## config.mk

```make
export PLATFORM = sky130hd
export DESIGN_NAME = adder_tree_feeder
export DESIGN_NICKNAME = d
export VERILOG_FILES = /design/src/rtl/adder_tree_feeder.sv
export SDC_FILE = /design/constraint.sdc
export NUM_CORES = 1
export LEC_CHECK = 0
export BUFFER_PORTS_ARGS = -buffer_cell sky130_fd_sc_hd__clkbuf_2
export CAP_MARGIN = 20
export CORE_AREA = 2 2 171 173
export DETAILED_ROUTE_END_ITERATION = 8
export DIE_AREA = 0 0 173 175
export GPL_TIMING_DRIVEN = 0
export PLACE_DENSITY = 0.67
export SETUP_SLACK_MARGIN = 0.05
export SYNTH_ARGS = -nofsm -noshare
export SYNTH_HDL_FRONTEND = slang
export SYNTH_SLANG_ARGS = --single-unit
```

## constraint.sdc

```tcl
create_clock -name clk -period 3.6 [get_ports clk]
set_clock_uncertainty 0.05 [all_clocks]
set_input_delay 0.18 -clock clk [delete_from_list [all_inputs] [get_ports clk]]
set_output_delay 0.18 -clock clk [all_outputs]
set_load 0.01 [all_outputs]
```

## src/rtl/adder_tree_feeder.sv

```systemverilog
`default_nettype none
// ============================================================================
// Module   : adder_tree_feeder
// Brief    : Packs NUM_INPUTS serial samples into one vector for the adder
//            tree and flags the cycle in which the tree's sum is valid.
//            Optional macro ADDER_TREE_FEEDER_SHORT_FRAME_EN enables i_last.
// Revision : 1.0  initial release
// ============================================================================
module adder_tree_feeder #(
    parameter int NUM_INPUTS = 16,
    parameter int DWIDTH     = 8
) (
    input  logic                         clk,
    input  logic                         rst,
    input  logic                         i_valid,
    input  logic [DWIDTH-1:0]            i_dat,
    input  logic                         i_last,
    output logic                         o_ready,
    output logic [NUM_INPUTS*DWIDTH-1:0] o_vec,
    output logic                         o_vec_valid,
    input  logic                         i_vec_ready,
    output logic                         o_sum_valid
);

    localparam int NUM_STAGES = $clog2(NUM_INPUTS);
    localparam int CW         = NUM_STAGES + 1;
    localparam int VW         = NUM_INPUTS * DWIDTH;

    localparam logic [CW-1:0] c_LAST = CW'(NUM_INPUTS - 1);
    localparam logic [CW-1:0] c_FULL = CW'(NUM_INPUTS);

    typedef enum logic [0:0] {
        ST_FILL = 1'b0,
        ST_FULL = 1'b1
    } state_t;

    state_t                  state_q, state_d;
    logic [CW-1:0]           count_q, count_d;
    logic [VW-1:0]           fill_q, fill_d;
    logic [VW-1:0]           vec_q, vec_d;
    logic                    vec_valid_q, vec_valid_d;
    logic [NUM_STAGES-1:0]   pipe_q, pipe_d;

    logic                    w_accept;
    logic                    w_load_ok;
    logic                    w_hs;
    logic                    w_frame_end;
    logic [NUM_STAGES-1:0]   w_idx;
    logic [VW-1:0]           w_merged;

    assign o_ready     = (state_q == ST_FILL);
    assign o_vec       = vec_q;
    assign o_vec_valid = vec_valid_q;
    assign o_sum_valid = pipe_q[NUM_STAGES-1];

    assign w_accept  = i_valid & o_ready;
    assign w_load_ok = ~vec_valid_q | i_vec_ready;
    assign w_hs      = vec_valid_q & i_vec_ready;
    assign w_idx     = count_q[NUM_STAGES-1:0];

`ifdef ADDER_TREE_FEEDER_SHORT_FRAME_EN
    assign w_frame_end = (count_q == c_LAST) | i_last;
`else
    assign w_frame_end = (count_q == c_LAST);
    logic w_unused_last;
    assign w_unused_last = i_last;
`endif

    // Fill register with the incoming sample dropped into its slot.
    always_comb begin
        w_merged = fill_q;
        w_merged[int'(w_idx)*DWIDTH +: DWIDTH] = i_dat;
    end

    always_comb begin
        state_d     = state_q;
        count_d     = count_q;
        fill_d      = fill_q;
        vec_d       = vec_q;
        vec_valid_d = vec_valid_q & ~i_vec_ready;
        case (state_q)
            ST_FILL: begin
                if (w_accept) begin
                    if (w_frame_end) begin
                        if (w_load_ok) begin
                            vec_d       = w_merged;
                            vec_valid_d = 1'b1;
                            count_d     = '0;
                            fill_d      = '0;
                        end else begin
                            fill_d  = w_merged;
                            count_d = c_FULL;
                            state_d = ST_FULL;
                        end
                    end else begin
                        fill_d  = w_merged;
                        count_d = count_q + CW'(1);
                    end
                end
            end
            ST_FULL: begin
                if (w_load_ok) begin
                    vec_d       = fill_q;
                    vec_valid_d = 1'b1;
                    count_d     = '0;
                    fill_d      = '0;
                    state_d     = ST_FILL;
                end
            end
        endcase
    end

    // One bit per tree stage: a handshake emerges as o_sum_valid NUM_STAGES cycles later.
    generate
        if (NUM_STAGES == 1) begin : g_pipe_single
            assign pipe_d = w_hs;
        end else begin : g_pipe_multi
            assign pipe_d = {pipe_q[NUM_STAGES-2:0], w_hs};
        end
    endgenerate

    always_ff @(posedge clk) begin
        if (rst) begin
            state_q     <= ST_FILL;
            count_q     <= '0;
            fill_q      <= '0;
            vec_q       <= '0;
            vec_valid_q <= 1'b0;
            pipe_q      <= '0;
        end else begin
            state_q     <= state_d;
            count_q     <= count_d;
            fill_q      <= fill_d;
            vec_q       <= vec_d;
            vec_valid_q <= vec_valid_d;
            pipe_q      <= pipe_d;
        end
    end

endmodule
`default_nettype wire
```

==> impl_metrics.json <==
{
  "synth_edf_count": 0,
  "critPathLaunchType": "register",
  "tightest_slew_ns": 0.8235,
  "slowest_delay_ns": 0.64,
  "crit_arrival_ns": 3.74,
  "utilization_pct": 47.04,
  "dr_wl_met3_um": 2776,
  "layout_common_cells": "dfxtp_1 (267), nor2_1 (187), clkbuf_2 (141)",
  "wl_met2_um": 17250,
  "cts.path.max_buffers": 3,
  "r2r_start": "count_q[0]",
  "numPortBuffers": 140,
  "critical_path_class": "reg2reg",
  "multi_input_area_mm2": 0.005256,
  "drv_slew": 0,
  "clk_latency_ns": 0.55,
  "grt_pass1_vias": 9577,
  "grt_max_degree": 15,
  "critPathLaunch": "count_q[0]",
  "rows": 62,
  "synth_ff_type": "dfxtp_1",
  "yosysWarnings": 0,
  "seq_area_frac_synth_pct": 47.83,
  "layout-drive-gt1-share_pct": 20.93,
  "worstHoldPathType": "in2reg",
  "syn_inst": 1202,
  "cts-htree-levels": 1,
  "highest_layer": "met4",
  "p_leak_nw": 4.972,
  "routedWlPerCell_um": 20.54,
  "finalNonFillerCells": 1779,
  "vias": 10100,
  "cts_buffers": 28,
  "ant_nets": 0,
  "end_kind": "register",
  "max_cap_viol_count": 0,
  "viasPerCell": 5.677,
  "fillCellCount": 2871,
  "die_h_um": 175,
  "syn_avg_cell_area_um2": 9.298,
  "grt_pass1_wl_um": 55970,
  "final.min_clock_period_ns": 3.379,
  "crit_chain": "buf_4, clkbuf_1, nor3_1, ha_1, buf_2, nor4b_4, nand3_1, a211oi_1, nor3_1",
  "worstHoldStart": "i_dat[6]",
  "wl_met1_um": 15590,
  "slew_headroom_pct": 44.73,
  "synth_top_cell_area_share_pct": 47.83,
  "dieArea_mm2": 0.03028,
  "root_buffer": "clkbuf_16",
  "cts.sinks": 267,
  "fmax_mhz": 295.9,
  "die_x_um": 173,
  "power_mw": 6.346,
  "syn_nets": 1218,
  "start_util_pct": 39.36,
  "ir_drop_mv": 0.4211,
  "final_nets": 1390,
  "cts_tree": "done",
  "cp_slowest_cell": "a211oi_1",
  "drt_iter0_drc": 829,
  "hpwl_um": 26490,
  "wirelength_um": 36540,
  "yosysTopAreaCell": "dfxtp_1",
  "regArea_mm2": 0.005345,
  "drcViolationCount": 0,
  "area_delta_synth_final_pct": 19.51,
  "post-place-cells": 1726,
  "pin_count": 144,
  "layout_commonest_cell": "dfxtp_1",
  "core-area_mm2": 0.02839,
  "antenna_found_initial": 0,
  "synthArstFlopShare_pct": 0,
  "post-route-period-util_pct": 93.86,
  "synthTopCellsByArea": "dfxtp_1 (48%), a211oi_1 (8.1%), nor2_1 (6.3%), nor3_1 (5.5%), a22o_1 (4.1%)",
  "grt_overflow_total": 0,
  "n_antenna_cell": 0,
  "grt_use_total_pct": 23.32,
  "gp_congestion": 0.9261,
  "status": "finished clean",
  "dr.pass1.iters": 5,
  "rsz0062_at_grt": "no",
  "power_density_mw_per_mm2": 475.1,
  "path_max_fanout": 10,
  "setup_viol": 0,
  "syn_area_mm2": 0.01118,
  "cts.reportedPaths.clkPinSlew_ns": 0.06,
  "synth_cell_types": 74,
  "hold_viol_final": 0,
  "cp.required_ns": 3.96,
  "setup_tns_ns": 0,
  "crit_path_frequent_cell": "nor3_1",
  "ys_seq_elements": 267
}
## where the power goes
part	total (mW)	switching [mW]	internal, mW
Combinational	0.366	0.280	0.0862
Sequential	2.97	0.00546	2.96
Clock	3.01	1.18	1.83
## metrics by stage
stage	setup WS (ns)	hold WS [ns]	cell area [um^2]
3_3_place_gp	0.2951	0.3768	12360
6_report	0.2210	0.1402	13360
4_1_cts	0.2753	0.09947	13350
2_1_floorplan	1.066	0.2527	11180
3_5_place_dp	0.2992	0.3813	12360
5_1_grt	0.06206	0.1337	13360
## cells by family after synthesis
family,share of synthesized area [%]
AO/OA/AOI/OAI,22.93
XOR/XNOR,0.3247
adder cells (fa/ha/maj),0.3359
buffers and inverters,5.217
flip-flops,47.83
multiplexers,3.359
AND/OR/NAND/NOR,20.01
## per-layer routing
metal  vias up  track usage [%]
li1       4775                -
met1      4861            31.52
met2       404            38.40
met3        60            3.547
met4         0            7.274
met5         -                0
## sequential cells by signal (all words and copies together) (netlist names)
signal / cells
o_vec: 128
fill_q: 128
o_vec_valid: 1
count_q: 5
state_q: 1
pipe_q: 4
## worst max-delay path, delay by kind of cell, from the launching register on
kind,cells,cell delay (ns)
simple gates,4,1.10
buf+inv,3,0.78
compound gates,1,0.64
flops,1,0.48
fa+ha+maj,1,0.19
## repair_timing
item | in CTS | in global routing
endpoints found under the setup margin | 0 | 3
hold endpoints to repair | 3 | 0
hold buffers | 2 | 0
setup buffers | 0 | 0
resized for setup | 0 | 1
## path summary, 6_finish.rpt
path	to	slack (ns)	cells after the start
hold / removal	o_vec[94]	0.14	3
setup reg to reg	o_vec[31]	0.22	9
hold reg to reg	pipe_q[2]	0.41	1
setup / recovery	o_vec[31]	0.22	9
## cell type report
| class | count | share of cell area [%] |
|---|---|---|
| timing repair buffer | 142 | 5.396 |
| clock buffer | 42 | 6.323 |
| inverter | 8 | 0.2248 |
| tap | 384 | 3.597 |
| sequential | 267 | 40.02 |
| clock inverter | 9 | 0.9461 |
| buffer | 107 | 4.140 |
| multi-input combinational | 820 | 39.35 |
## synthesized netlist by cell type (all sizes together) (2+ instances only)
cell type and number:
a21oi 38, nand4 12, a31oi 2, and3b 2, nor3 125, dfxtp 267, and2 6, nor4 3
a32oi 8, a211oi 121, nand2b 6, nand4b 3, clkbuf 39, nand2 29, inv 7, nor4b 2
nor2b 6, buf 68, nor2 192, or2 9, and2b 3, a21o 2, nand3 36, or3 4
ha 3, o2bb2ai 48, and3 10, o21ai 30, o211ai 5, mux2i 36, a22o 52, a32o 9
nand3b 2
Power figures use the tool's default switching activity.
